[config.mk]
export PLATFORM = sky130hd
export DESIGN_NAME = comb_bank_sequencer
export DESIGN_NICKNAME = d
export VERILOG_FILES = /design/src/rtl/comb_bank_sequencer.sv
export SDC_FILE = /design/constraint.sdc
export NUM_CORES = 1
export LEC_CHECK = 0
export BUFFER_PORTS_ARGS = -buffer_cell sky130_fd_sc_hd__buf_2
export CAP_MARGIN = 20
export CORE_ASPECT_RATIO = 1.4
export CORE_MARGIN = 5
export CORE_UTILIZATION = 35
export CTS_BUF_LIST = sky130_fd_sc_hd__clkbuf_8
export CTS_CLUSTER_DIAMETER = 200
export CTS_CLUSTER_SIZE = 30
export DETAILED_ROUTE_END_ITERATION = 16
export GPL_ROUTABILITY_DRIVEN = 0
export HOLD_SLACK_MARGIN = 0.06
export PLACE_DENSITY = 0.51
export SLEW_MARGIN = 20
export SYNTH_ARGS = -nofsm -noshare
export SYNTH_HDL_FRONTEND = slang
export SYNTH_SLANG_ARGS = --single-unit
[constraint.sdc]
create_clock -name clk -period 17.5 [get_ports clk]
set_clock_uncertainty 0.15 [all_clocks]
set_input_delay 1.75 -clock clk [delete_from_list [all_inputs] [get_ports clk]]
set_output_delay 1.75 -clock clk [all_outputs]
set_load 0.03 [all_outputs]
[src/rtl/comb_bank_sequencer.sv]
// Time-multiplexed sequencer for a bank of N comb filters: one shared multiplier,
// one shift pulse per delay line per sample, and an averaged bank output.
module comb_bank_sequencer #(
  parameter int unsigned WIDTH = 12,
  parameter int unsigned N     = 4,
  parameter int unsigned GW    = 16
) (
  input  logic               clk,
  input  logic               rstn,
  input  logic               sample_valid,
  input  logic [WIDTH-1:0]   sample_in,
  input  logic [N*WIDTH-1:0] taps,
  input  logic [N*GW-1:0]    gains,
  output logic [N-1:0]       fifo_en,
  output logic [WIDTH-1:0]   fifo_wdata,
  output logic               out_valid,
  output logic [WIDTH-1:0]   sample_out,
  output logic               busy,
  output logic               overrun
);

  localparam int unsigned LOG2N = $clog2(N);
  localparam int unsigned KW    = (N > 1) ? LOG2N : 1;
  localparam int unsigned PW    = WIDTH + GW;
  localparam int unsigned SW    = PW + 1;
  localparam int unsigned AW    = WIDTH + LOG2N;

  typedef enum logic [1:0] {IDLE, MUL, WR, OUT} state_t;

  state_t                 state;
  logic signed [WIDTH-1:0] x;
  logic [KW-1:0]           k;
  logic signed [AW-1:0]    acc;

  logic signed [WIDTH-1:0] tap_c;
  logic signed [GW-1:0]    gain_c;
  logic signed [PW-1:0]    prod_c;
  logic signed [PW-1:0]    scaled_c;
  logic signed [SW-1:0]    sum_c;
  logic                    ovf_c;
  logic [WIDTH-1:0]        sat_c;
  logic [N-1:0]            onehot_c;

  // Feedback path for the comb currently selected by k
  assign tap_c    = taps[k*WIDTH +: WIDTH];
  assign gain_c   = gains[k*GW +: GW];
  assign prod_c   = PW'(tap_c) * PW'(gain_c);
  assign scaled_c = prod_c >>> (GW - 1);
  assign sum_c    = SW'(x) + SW'(scaled_c);

  // In range only when every bit above the result sign bit matches it
  assign ovf_c    = !((&sum_c[SW-1:WIDTH-1]) || !(|sum_c[SW-1:WIDTH-1]));
  assign sat_c    = ovf_c ? (sum_c[SW-1] ? {1'b1, {(WIDTH-1){1'b0}}}
                                         : {1'b0, {(WIDTH-1){1'b1}}})
                          : sum_c[WIDTH-1:0];
  assign onehot_c = N'(1) << k;

  // fifo_en/fifo_wdata are loaded at the edge ending MUL so they are live during WR
  always_ff @(posedge clk) begin
    if (!rstn) begin
      state      <= IDLE;
      x          <= '0;
      k          <= '0;
      acc        <= '0;
      fifo_en    <= '0;
      fifo_wdata <= '0;
      out_valid  <= 1'b0;
      sample_out <= '0;
      busy       <= 1'b0;
      overrun    <= 1'b0;
    end else begin
      fifo_en   <= '0;
      out_valid <= 1'b0;
      if (sample_valid && (state != IDLE)) overrun <= 1'b1;
      case (state)
        IDLE: begin
          if (sample_valid) begin
            x     <= sample_in;
            acc   <= '0;
            k     <= '0;
            busy  <= 1'b1;
            state <= MUL;
          end
        end
        MUL: begin
          fifo_wdata <= sat_c;
          fifo_en    <= onehot_c;
          state      <= WR;
        end
        WR: begin
          acc <= acc + AW'(tap_c);
          if (k == KW'(N - 1)) begin
            state <= OUT;
          end else begin
            k     <= k + KW'(1);
            state <= MUL;
          end
        end
        OUT: begin
          sample_out <= WIDTH'(acc >>> LOG2N);
          out_valid  <= 1'b1;
          busy       <= 1'b0;
          state      <= IDLE;
        end
        default: state <= IDLE;
      endcase
    end
  end

endmodule

Word level (Yosys, flattened, before mapping)

Cells that the tools add are included.

Memories kept: 0
Bits of input ports: 127
Output and inout port bits: 31
Memory bits (read-only): 0
Logic and storage cells: 51
Flip-flop bits (word level): 61
Latch bits: 0
RAM bits: 0

Shifts and indexed selects: 3
Reductions and logical operators: 14
Div/mod/pow operators: 0
Multiplexer cells: 13
Equality and inequality tests: 6
$mul: 2
Add/sub/neg operators: 3
Bitwise operators: 0
Magnitude comparators: 0

Operators by type and width:

| cell                                                | number |
|---|---|
| indexed part select 64 x 7 -> 16 bit                | 1 |
| indexed part select 48 x 7 -> 12 bit                | 1 |
| multiplier 12 x 16 -> 28 bit                        | 1 |
| one-hot mux 14 bit (2 select lines)                 | 1 |
| 2-to-1 mux 12 bit                                   | 2 |
| AND reduction 18 bit                                | 1 |
| OR reduction 18 bit                                 | 1 |
| adder 12 x 13 -> 14 bit                             | 1 |
| adder 14 x 12 -> 14 bit                             | 1 |
| 2-to-1 mux 14 bit                                   | 1 |
| 2-to-1 mux 2 bit                                    | 4 |
| one-hot mux 2 bit (4 select lines)                  | 1 |
| AND reduction 2 bit                                 | 4 |
| equality test 2 bit, second input constant          | 3 |
| nonzero test 2 bit                                  | 3 |
| multiplier 2 x 2 -> 4 bit, second input constant    | 1 |
| inequality test 2 bit, second input constant        | 2 |
| one-hot mux 2 bit (2 select lines)                  | 1 |
| left shift 1 x 2 -> 4 bit, first input constant     | 1 |
| AND reduction 3 bit                                 | 1 |
| adder 2 x 1 -> 2 bit, second input constant         | 1 |
| equality test 2 x 1 -> 1 bit, second input constant | 1 |
| logical NOT 2 bit                                   | 1 |
| 2-to-1 mux 1 bit                                    | 2 |
| 4 further kinds                                     | 4 |

Logic depth before layout (Yosys ltp)

Gate-level depths: netlist (run 1).

Depth after elaboration: 8
Depth in mapped cells: 33
Gate-level depth less buffers: 31

Worst setup path after synthesis (run 1)

Ideal clock, no wire load.

Kind: input-to-reg
Start: input gains[59]
End: register fifo_wdata[10]
Buffers on the path: 1
Arrival time: 8.826 ns
Library setup time: 0.122 ns
Cell stages on the path: 29
Setup slack: 8.402 ns
Data required time: 17.228 ns
Cell sequence: mux4_2 > clkbuf_1 > and2_1 > fa_1 > inv_1 > fa_1 > fa_1 > inv_1 > fa_1 > inv_1 > fa_1 > inv_1 > ha_1 > a2111o_1 > a31oi_1 > o21a_1 > o21ai_1 > a31oi_1 > o21bai_1 > a21oi_1 > xnor2_1 > ha_1 > or3_4 > o211a_4 > o21a_1 > o211a_1 > a211oi_4 > nor2_2 > a221o_1

Word-level cells in the longest chain between the ends: 7
Elaborated cells between the ends (all ways): 9
Those cells by class: add/sub: 1; mul: 1; shift: 1; mux: 2; reduce/logical: 4

RTL lines:

| what                                   | RTL line | RTL |
|---|---|---|
| start, declared                        | 13       | `input logic [N*GW-1:0] gains,` |
| indexed part select 64 x 7 -> 16 bit * | 46       | `assign gain_c = gains[k*GW +: GW];` |
| multiplier 12 x 16 -> 28 bit *         | 47       | `assign prod_c = PW'(tap_c) * PW'(gain_c);` |
| adder 12 x 13 -> 14 bit *              | 49       | `assign sum_c = SW'(x) + SW'(scaled_c);` |
| OR reduction 18 bit                    | 52       | `assign ovf_c = !((&sum_c[SW-1:WIDTH-1]) \|\| !(\|sum_c[SW-1:WIDTH-1]));` |
| logical NOT 1 bit                      | 52       |  |
| logical OR 1 bit                       | 52       |  |
| 2-to-1 mux 12 bit *                    | 53       | `assign sat_c = ovf_c ? (sum_c[SW-1] ? {1'b1, {(WIDTH-1){1'b0}}}` |
| end signal, assigned                   | 86       | `fifo_wdata <= sat_c;` |
| end, declared                          | 15       | `output logic [WIDTH-1:0] fifo_wdata,` |

Every way passes the cells marked *; elsewhere a longest branch is shown, timed or not.
A chain may end at the register's enable or synchronous reset.

Worst setup path after layout (run 1)

Start: input taps[42]
End: register fifo_wdata[10]

Word-level cells in the longest chain between the ends: 7
Elaborated cells between the ends (all ways): 9
Those cells by class: add/sub: 1; mul: 1; shift: 1; mux: 2; reduce/logical: 4

RTL lines:

| what                                   | RTL line | RTL |
|---|---|---|
| start, declared                        | 12       | `input logic [N*WIDTH-1:0] taps,` |
| indexed part select 48 x 7 -> 12 bit * | 45       | `assign tap_c = taps[k*WIDTH +: WIDTH];` |
| multiplier 12 x 16 -> 28 bit *         | 47       |  |
| adder 12 x 13 -> 14 bit *              | 49       |  |
| OR reduction 18 bit                    | 52       |  |
| logical NOT 1 bit                      | 52       |  |
| logical OR 1 bit                       | 52       |  |
| 2-to-1 mux 12 bit *                    | 53       |  |

Marks and branches as above.

==> results.tsv, run 1 <==
stage	metric	value	unit
outcome	status	finished, final reports clean	
cts	ctsLongestPathBuffers	2	
detailed_routing	avgViaCountPerCell	4.915	
yosys	synthMuxAreaShare	6.010	%
cts	clock-sinks	61	
global_route	grt_overflow	0	
yosys	synth_cells	1165	
yosys	synth_top_family_by_area	adder cells	
cts	cts_hold_buf	0	
sta	setup_viol	0	
worst_setup_path	cp_top_family	compound AO/OA/AOI/OAI gates	
yosys	avgSynthCellArea	8.989	sq um
detailed_routing	dr.pass1.iters	4	
finish	fill_cells	2989	
worst_setup_path	crit_path_max_fanout	17	
place	dp_hpwl	23580	um
yosys	synth_area_leaders	fa_1, dfxtp_1, ha_1	
sta	rsz0062_at_grt	no	
worst_setup_path	critPathLaunchType	input port	
finish	multi_input_area	0.008238	sq mm
cts	cts_resized	0	
worst_setup_path	required	17.64	ns
yosys	syn_nets	1555	
worst_setup_path	critical_path.slowest_cell	mux4_2	
yosys	syn_area	0.01047	sq mm
yosys	ys_types	55	
min_path	hold_class	reg2reg	
global_route	grt_pass1_vias	9115	
cts	clk_pin_slew	0.08	ns
global_route	grt_max_degree	36	
die	dieArea	0.03353	sq mm
yosys	async_flop_share	0	%
finish	drive_gt1_share	16.69	%
die	io_pins	158	
yosys	synth_fa_ha_area_share	44.18	%
die	core_area	0.02975	sq mm
sta	hold_viol	0	
sta	timing.fmax	103.7	MHz
sta	worst_slew_pin_slew	0.6961	ns
worst_setup_path	path_buf_inv	5	
job	maxCapViolations	0	
yosys	synth-xor-area-share	3.262	%
yosys	yosysWarnings	0	
sta	slew_headroom	53.54	%
worst_setup_path	worstSetupPathType	in2reg	
sta	fin_tns_setup	0	ns
sta	final.min_clock_period	9.646	ns
cts	numCtsBuffers	9	
worst_setup_path	max_stage_delay	0.71	ns
worst_setup_path	worstSetupEndpointType	register	
detailed_routing	drcViolationCount	0	
yosys	yosysSeqAreaShare	11.66	%
detailed_routing	wl	28190	um
yosys	synth-compound-area-share	9.952	%
die	die_w	156.2	um
cts	clock_latency	0.36	ns
cts	tritoncts	built	
finish	fin_nets	1680	
finish	layout_common_cells	inv_1, nand2_1, fa_1	
yosys	ys_seq_elements	61	
yosys	synth_ff_type	dfxtp_1	
finish	final_common_cell	inv_1	
sta	finalCritPeriodShare	55.12	%
global_route	grt_first_pass_wirelength	47260	um
sta	drv_slew	0	
die	initial_core_util	35.21	%
finish	regArea	0.001222	sq mm
cts	cts_setup_buffers	0	
finish	area_delta_synth_final	12.45	%
cts	cts.htree.levels	3	
yosys	synth_edf_count	0	
die	row_count	75	
detailed_routing	vias	8253	
global_route	antenna_found_initial	0	
yosys	yosysTopAreaCell	fa_1	
yosys	yosysTopAreaCellShare	34.03	%
detailed_routing	wire_per_inst	16.79	um
worst_setup_path	cpMostUsedCell	fa_1	
yosys	synth-simple-area-share	15.23	%
die	fp.dieH	214.7	um
finish	antenna-diode-count	0	
global_route	grt_use_total	17.72	%
detailed_routing	ant_nets	0	
place	numPortBuffers	157	
cts	root_buffer	clkbuf_8	
detailed_routing	drt-initial-drc-count	386	
worst_setup_path	cp_data_arrival_time	9.79	ns
==> cell families after synthesis <==
family / Yosys count
simple gates: 353
mux: 29
compound gates: 150
fa+ha+maj: 263
buf+inv: 270
flops: 61
xor+xnor: 39
==> worst min-delay path, stage by stage (launching register included) <==
cell     delay [ns]
dfxtp_1        0.31
nand2_1        0.05
a21oi_1        0.05
==> path summary, 6_finish.rpt <==
check,slack (ns),endpoint,start,depth (start not counted)
worst max-delay path,7.85,fifo_wdata[10],taps[42],30
worst min-delay path,0.30,sample_out[7],sample_out[7],2
worst max register to register,8.34,fifo_wdata[10],k[0],30
worst min register to register,0.30,sample_out[7],sample_out[7],2
==> flip-flops by register name (all words and copies together) (netlist names) <==
name and flops:
out_valid 1, k 2, fifo_en 4, busy 1, fifo_wdata 12, overrun 1, state 2, acc 14
sample_out 12, x 12
==> routing by layer <==
layer / GRT usage [%] / part of all wire (%)
met1: 21.28 / 40
met2: 33.14 / 55
met3: 1.676 / 3.2
met4: 5.123 / 2.3
met5: 0 / 0
==> cell type report <==
cell class | count | share of cell area, %
timing repair buffer | 163 | 7.055
multi-input combinational | 834 | 69.95
inverter | 221 | 7.044
clock inverter | 5 | 0.3081
sequential | 61 | 10.38
clock buffer | 10 | 1.169
tap | 385 | 4.091
==> cell usage after synthesis, types with 13 or more instances <==
cell and n:
a21o_1 13, a21oi_1 52, and2_1 58, clkbuf_1 43
dfxtp_1 61, fa_1 178, ha_1 85, inv_1 220
mux4_2 27, nand2_1 186, nand3_1 13, nor2_1 58
o21ai_0 18, xnor2_1 29
==> stage by stage <==
stage | util (%) | instances | hold WS (ns) | setup WS [ns] | area [sq um]
3_5_place_dp | 38.99 | 1664 | 0.2857 | 7.510 | 11600
4_1_cts | 39.58 | 1679 | 0.3055 | 7.855 | 11770
3_3_place_gp | 38.99 | 1664 | 0.2877 | 7.622 | 11600
2_1_floorplan | - | 1165 | 0.2906 | 8.402 | 10470
5_1_grt | 39.59 | 1679 | 0.3273 | 7.312 | 11780
6_report | 39.59 | 1679 | 0.3042 | 7.854 | 11780
Power of run 1 is not shown: default switching activity piles up to over one toggle a cycle in this logic, so the estimate is an artifact.
==> inputs of run 2 (changes only) <==
- PLACE_DENSITY: 0.51 -> 0.53
- clock period: 17.5 -> 8.4 ns (I/O delays scaled with it)
==> run 2 against run 1 <==
Compared with the run above: critical path depth up 2; global-route usage up 0.35 points; worst setup slack worse by 7.5 ns; sequential cell count unchanged; cell count up 5.1%; register-to-register slack worse by 7.9 ns; via count up 3.9%; routed wire length up 3.9%; utilization up 2.8 points; highest routed layer unchanged; die area unchanged.
==> results.tsv, run 2 (synthesis results as in run 1) <==
stage	metric	value	unit
global_route	antenna_found_initial	0	
cts	tritoncts	built	
worst_setup_path	critical_path.slowest_cell	mux4_2	
die	dieArea	0.03353	sq mm
worst_setup_path	required	8.56	ns
outcome	status	finished, final reports clean	
worst_setup_path	critPathLaunchType	register	
worst_setup_path	crit_path_max_fanout	8	
sta	rsz0062_at_grt	no	
sta	timing.fmax	124.9	MHz
finish	antenna-diode-count	0	
detailed_routing	dr.pass1.iters	5	
min_path	hold_class	reg2reg	
place	dp.cells	1743	
cts	numCtsBuffers	9	
detailed_routing	vias	8577	
place	dp_hpwl	25260	um
sta	final.min_clock_period	8.006	ns
die	io_pins	158	
cts	ctsLongestPathBuffers	2	
die	core_area	0.02975	sq mm
global_route	grt_max_degree	45	
die	die_w	156.2	um
sta	hold_viol	0	
die	initial_core_util	35.21	%
sta	finalHoldWorstSlack	0.3030	ns
finish	multi_input_area	0.008292	sq mm
detailed_routing	avgViaCountPerCell	4.859	
cts	cts_hold_buf	0	
place	numPortBuffers	157	
finish	layout_common_cells	inv_1, nand2_1, fa_1	
global_route	grt_first_pass_wirelength	48050	um
worst_setup_path	cpMostUsedCell	fa_1	
global_route	grt_pass1_vias	9402	
cts	clk_pin_slew	0.08	ns
sta	worst_slew_pin_slew	1.058	ns
sta	finalCritPeriodShare	95.31	%
finish	regArea	0.001225	sq mm
finish	fin_nets	1765	
sta	fin_tns_setup	0	ns
sta	drv_slew	0	
cts	clock-sinks	61	
finish	area_delta_synth_final	20.31	%
cts	root_buffer	clkbuf_8	
sta	setup_viol	0	
worst_setup_path	cp_top_family	adder cells	
global_route	grt_overflow	0	
job	maxCapViolations	0	
sta	slew_headroom	29.19	%
global_route	grt_use_total	18.07	%
worst_setup_path	path_buf_inv	8	
worst_setup_path	cp_data_arrival_time	8.16	ns
die	row_count	75	
finish	fill_cells	2974	
detailed_routing	ant_nets	0	
detailed_routing	drt-initial-drc-count	306	
finish	final_common_cell	inv_1	
worst_setup_path	worstSetupEndpointType	register	
worst_setup_path	max_stage_delay	0.56	ns
finish	largest-register	acc	
finish	drive_gt1_share	22.61	%
die	fp.dieH	214.7	um
detailed_routing	drcViolationCount	0	
detailed_routing	wire_per_inst	16.59	um
finish	fin_cells	1765	
finish	largest_reg_flops	14	
worst_setup_path	worstSetupPathType	reg2reg	
detailed_routing	wl	29280	um
cts	cts.htree.levels	3	
cts	clock_latency	0.36	ns
[run 2: path summary, 6_finish.rpt]
path	from	end	slack, ns	cells after the start
max	k[0]	fifo_wdata[0]	0.39	32
min	sample_out[7]	sample_out[7]	0.30	2
max reg2reg	k[0]	fifo_wdata[0]	0.39	32
min reg2reg	sample_out[7]	sample_out[7]	0.30	2
[run 2: worst register-to-register path: cells and delay by family, from the launching register on]
kind | cells | cell delay (ns)
AOI/OAI and AO/OA | 10 | 2.07
xor gates and xnor gates | 1 | 0.08
adders and majority gates | 7 | 2.91
buffers and inverters | 8 | 0.84
DFF | 1 | 0.45
muxes | 1 | 0.57
and+or+nand+nor | 5 | 0.90
[run 2: routing by layer]
| layer | vias up | global-route usage [%] | routed length, um |
|---|---|---|---|
| met4 | 0 | 5.644 | 810 |
| li1 | 4098 | - | - |
| met5 | - | 0 | 0 |
| met3 | 43 | 1.797 | 905 |
| met2 | 154 | 34.89 | 16450 |
| met1 | 4282 | 20.48 | 11110 |
[run 2: final cells by class]
class                   count  share of cell area [%]
clock buffers              10                   1.092
well taps                 385                   3.823
repair buffers            248                   12.22
multi-input cells         834                   65.81
inverters                 221                   6.584
clock inverters             6                  0.7448
flip-flops and latches     61                   9.722
[run 2: timing repair]
action / CTS / global route
endpoints found under the setup margin: 0 / 11
setup buffers: 0 / 5
resized for setup: 0 / 15
[run 2: stage by stage]
step | setup slack, ns | area [sq um] | util (%)
finish | 0.3940 | 12600 | 42.36
global route | 0.01491 | 12600 | 42.36
CTS | 0.06775 | 12460 | 41.89
detailed placement | -0.1034 | 12230 | 41.11
global placement | -0.01666 | 12230 | 41.11
floorplan | 0.04702 | 10480 | -
Power of run 2 is left out for the same reason.
==> inputs of run 3 (changes only) <==
- CORE_UTILIZATION: 35 -> 45
- PLACE_DENSITY: 0.53 -> 0.66
==> run 3 against run 2 <==
Compared with the run above: routed wire length fell by 4.4%; non-clock buffer count fell by 22; utilization rose by 11 points; worst setup slack got worse by 0.11 ns; count of clock-buffer cells in the layout fell by 1; worst hold slack improved by 0.0019 ns; first-iteration DRC count rose by 42%; register-to-register slack got worse by 0.11 ns; die area fell by 21%; sequential share of layout area rose by 0.24 points; cell count fell by 5.7%; critical path type unchanged.
==> results.tsv, run 3 (synthesis results as in run 1) <==
stage	metric	value	unit
worst_setup_path	worstSetupEndpointType	register	
place	dp_hpwl	23720	um
die	core_area	0.02312	sq mm
global_route	grt_use_total	21.76	%
worst_setup_path	crit_path_max_fanout	10	
min_path	hold_class	reg2reg	
place	numPortBuffers	157	
finish	drive_gt1_share	21.12	%
sta	final.min_clock_period	8.118	ns
finish	antenna-diode-count	0	
sta	setup_viol	0	
detailed_routing	ant_nets	0	
cts	ctsLongestPathBuffers	2	
detailed_routing	wl	27990	um
global_route	grt_pass1_vias	9306	
cts	cts_hold_buf	0	
detailed_routing	drcViolationCount	0	
worst_setup_path	worstSetupPathType	reg2reg	
cts	clk_pin_slew	0.08	ns
finish	area_delta_synth_final	17.45	%
global_route	grt_first_pass_wirelength	45860	um
sta	slew_headroom	56.09	%
die	fp.dieH	190.5	um
finish	largest_reg_flops	14	
worst_setup_path	required	8.50	ns
finish	fin_nets	1744	
sta	worst_slew_pin_slew	0.6579	ns
outcome	status	finished, final reports clean	
die	initial_core_util	45.29	%
cts	clock-sinks	61	
cts	clock_latency	0.37	ns
die	io_pins	158	
detailed_routing	vias	8654	
worst_setup_path	critical_path.slowest_cell	mux4_2	
cts	cts.htree.levels	3	
detailed_routing	drt-initial-drc-count	436	
global_route	grt_max_degree	45	
sta	finalCritPeriodShare	96.65	%
finish	largest-register	acc	
die	dieArea	0.02647	sq mm
finish	fill_cells	2231	
worst_setup_path	cp_data_arrival_time	8.22	ns
finish	final_common_cell	inv_1	
worst_setup_path	max_stage_delay	0.58	ns
detailed_routing	wire_per_inst	16.81	um
sta	drv_slew	0	
global_route	grt_overflow	0	
finish	regArea	0.001225	sq mm
worst_setup_path	critPathLaunchType	register	
cts	tritoncts	built	
cts	root_buffer	clkbuf_8	
die	die_w	138.9	um
worst_setup_path	cpMostUsedCell	fa_1	
sta	hold_viol	0	
finish	layout_common_cells	inv_1, nand2_1, fa_1	
finish	multi_input_area	0.008314	sq mm
job	maxCapViolations	0	
global_route	antenna_found_initial	1	
sta	timing.fmax	123.2	MHz
detailed_routing	dr.pass1.iters	5	
die	row_count	66	
cts	numCtsBuffers	9	
finish	post-route-util	53.20	%
detailed_routing	avgViaCountPerCell	5.198	
## run 3: changes by cell type in the layout (fill, tap and decap cells not counted), sizes merged
cell / delta
clkbuf: -2
mux4: +1
inv: +2
buf: -21
bufinv: -1
## run 3: final cells by class
type	instances	area share [%]
Tap cell	306	3.113
Multi-Input combinational cell	835	67.59
Inverter	221	6.744
Timing Repair Buffer	226	11.04
Clock buffer	9	1.007
Clock inverter	7	0.5493
Sequential cell	61	9.958
## run 3: critical path: cells and delay by family (launching register included)
| kind | cells | cell delay (ns) |
|---|---|---|
| AO/OA/AOI/OAI | 10 | 2.43 |
| XOR/XNOR | 1 | 0.08 |
| adder cells (fa/ha/maj) | 7 | 2.88 |
| buffers and inverters | 6 | 0.64 |
| flip-flops | 1 | 0.44 |
| multiplexers | 1 | 0.58 |
| AND/OR/NAND/NOR | 5 | 0.75 |
## run 3: metal layers
layer | up-vias | wire length [um] | GRT usage, %
met5 | - | 7 | 0
met4 | 2 | 1277 | 10.66
met3 | 71 | 997 | 2.709
met2 | 193 | 15070 | 40.85
met1 | 4325 | 10640 | 24.17
li1 | 4063 | - | -
## run 3: path summary, 6_finish.rpt
path / startpoint / to / slack, ns / cells past startpoint
max reg2reg: k[0] / fifo_wdata[10] / 0.28 / 30
max: k[0] / fifo_wdata[10] / 0.28 / 30
min reg2reg: sample_out[1] / sample_out[1] / 0.30 / 2
min: sample_out[1] / sample_out[1] / 0.30 / 2
## run 3: repair_timing
action / CTS / global route
cloned: 0 / 1
pin swaps: 0 / 4
resized for setup: 1 / 12
setup buffers: 0 / 10
endpoints found under the setup margin: 1 / 11
## run 3: stage by stage
step	setup slack (ns)	std cells	cell area (sq um)	hold slack [ns]	setup TNS, ns
floorplan	0.04702	1165	10480	0.2906	0
finish	0.2817	1665	12300	0.3049	0
detailed placement	-0.06731	1638	11950	0.2926	-0.4952
global placement	-0.07483	1638	11950	0.2798	-0.6519
CTS	0.1180	1654	12140	0.3048	0
global route	-0.01035	1665	12300	0.3281	-0.01989
Power of run 3 is left out for the same reason.
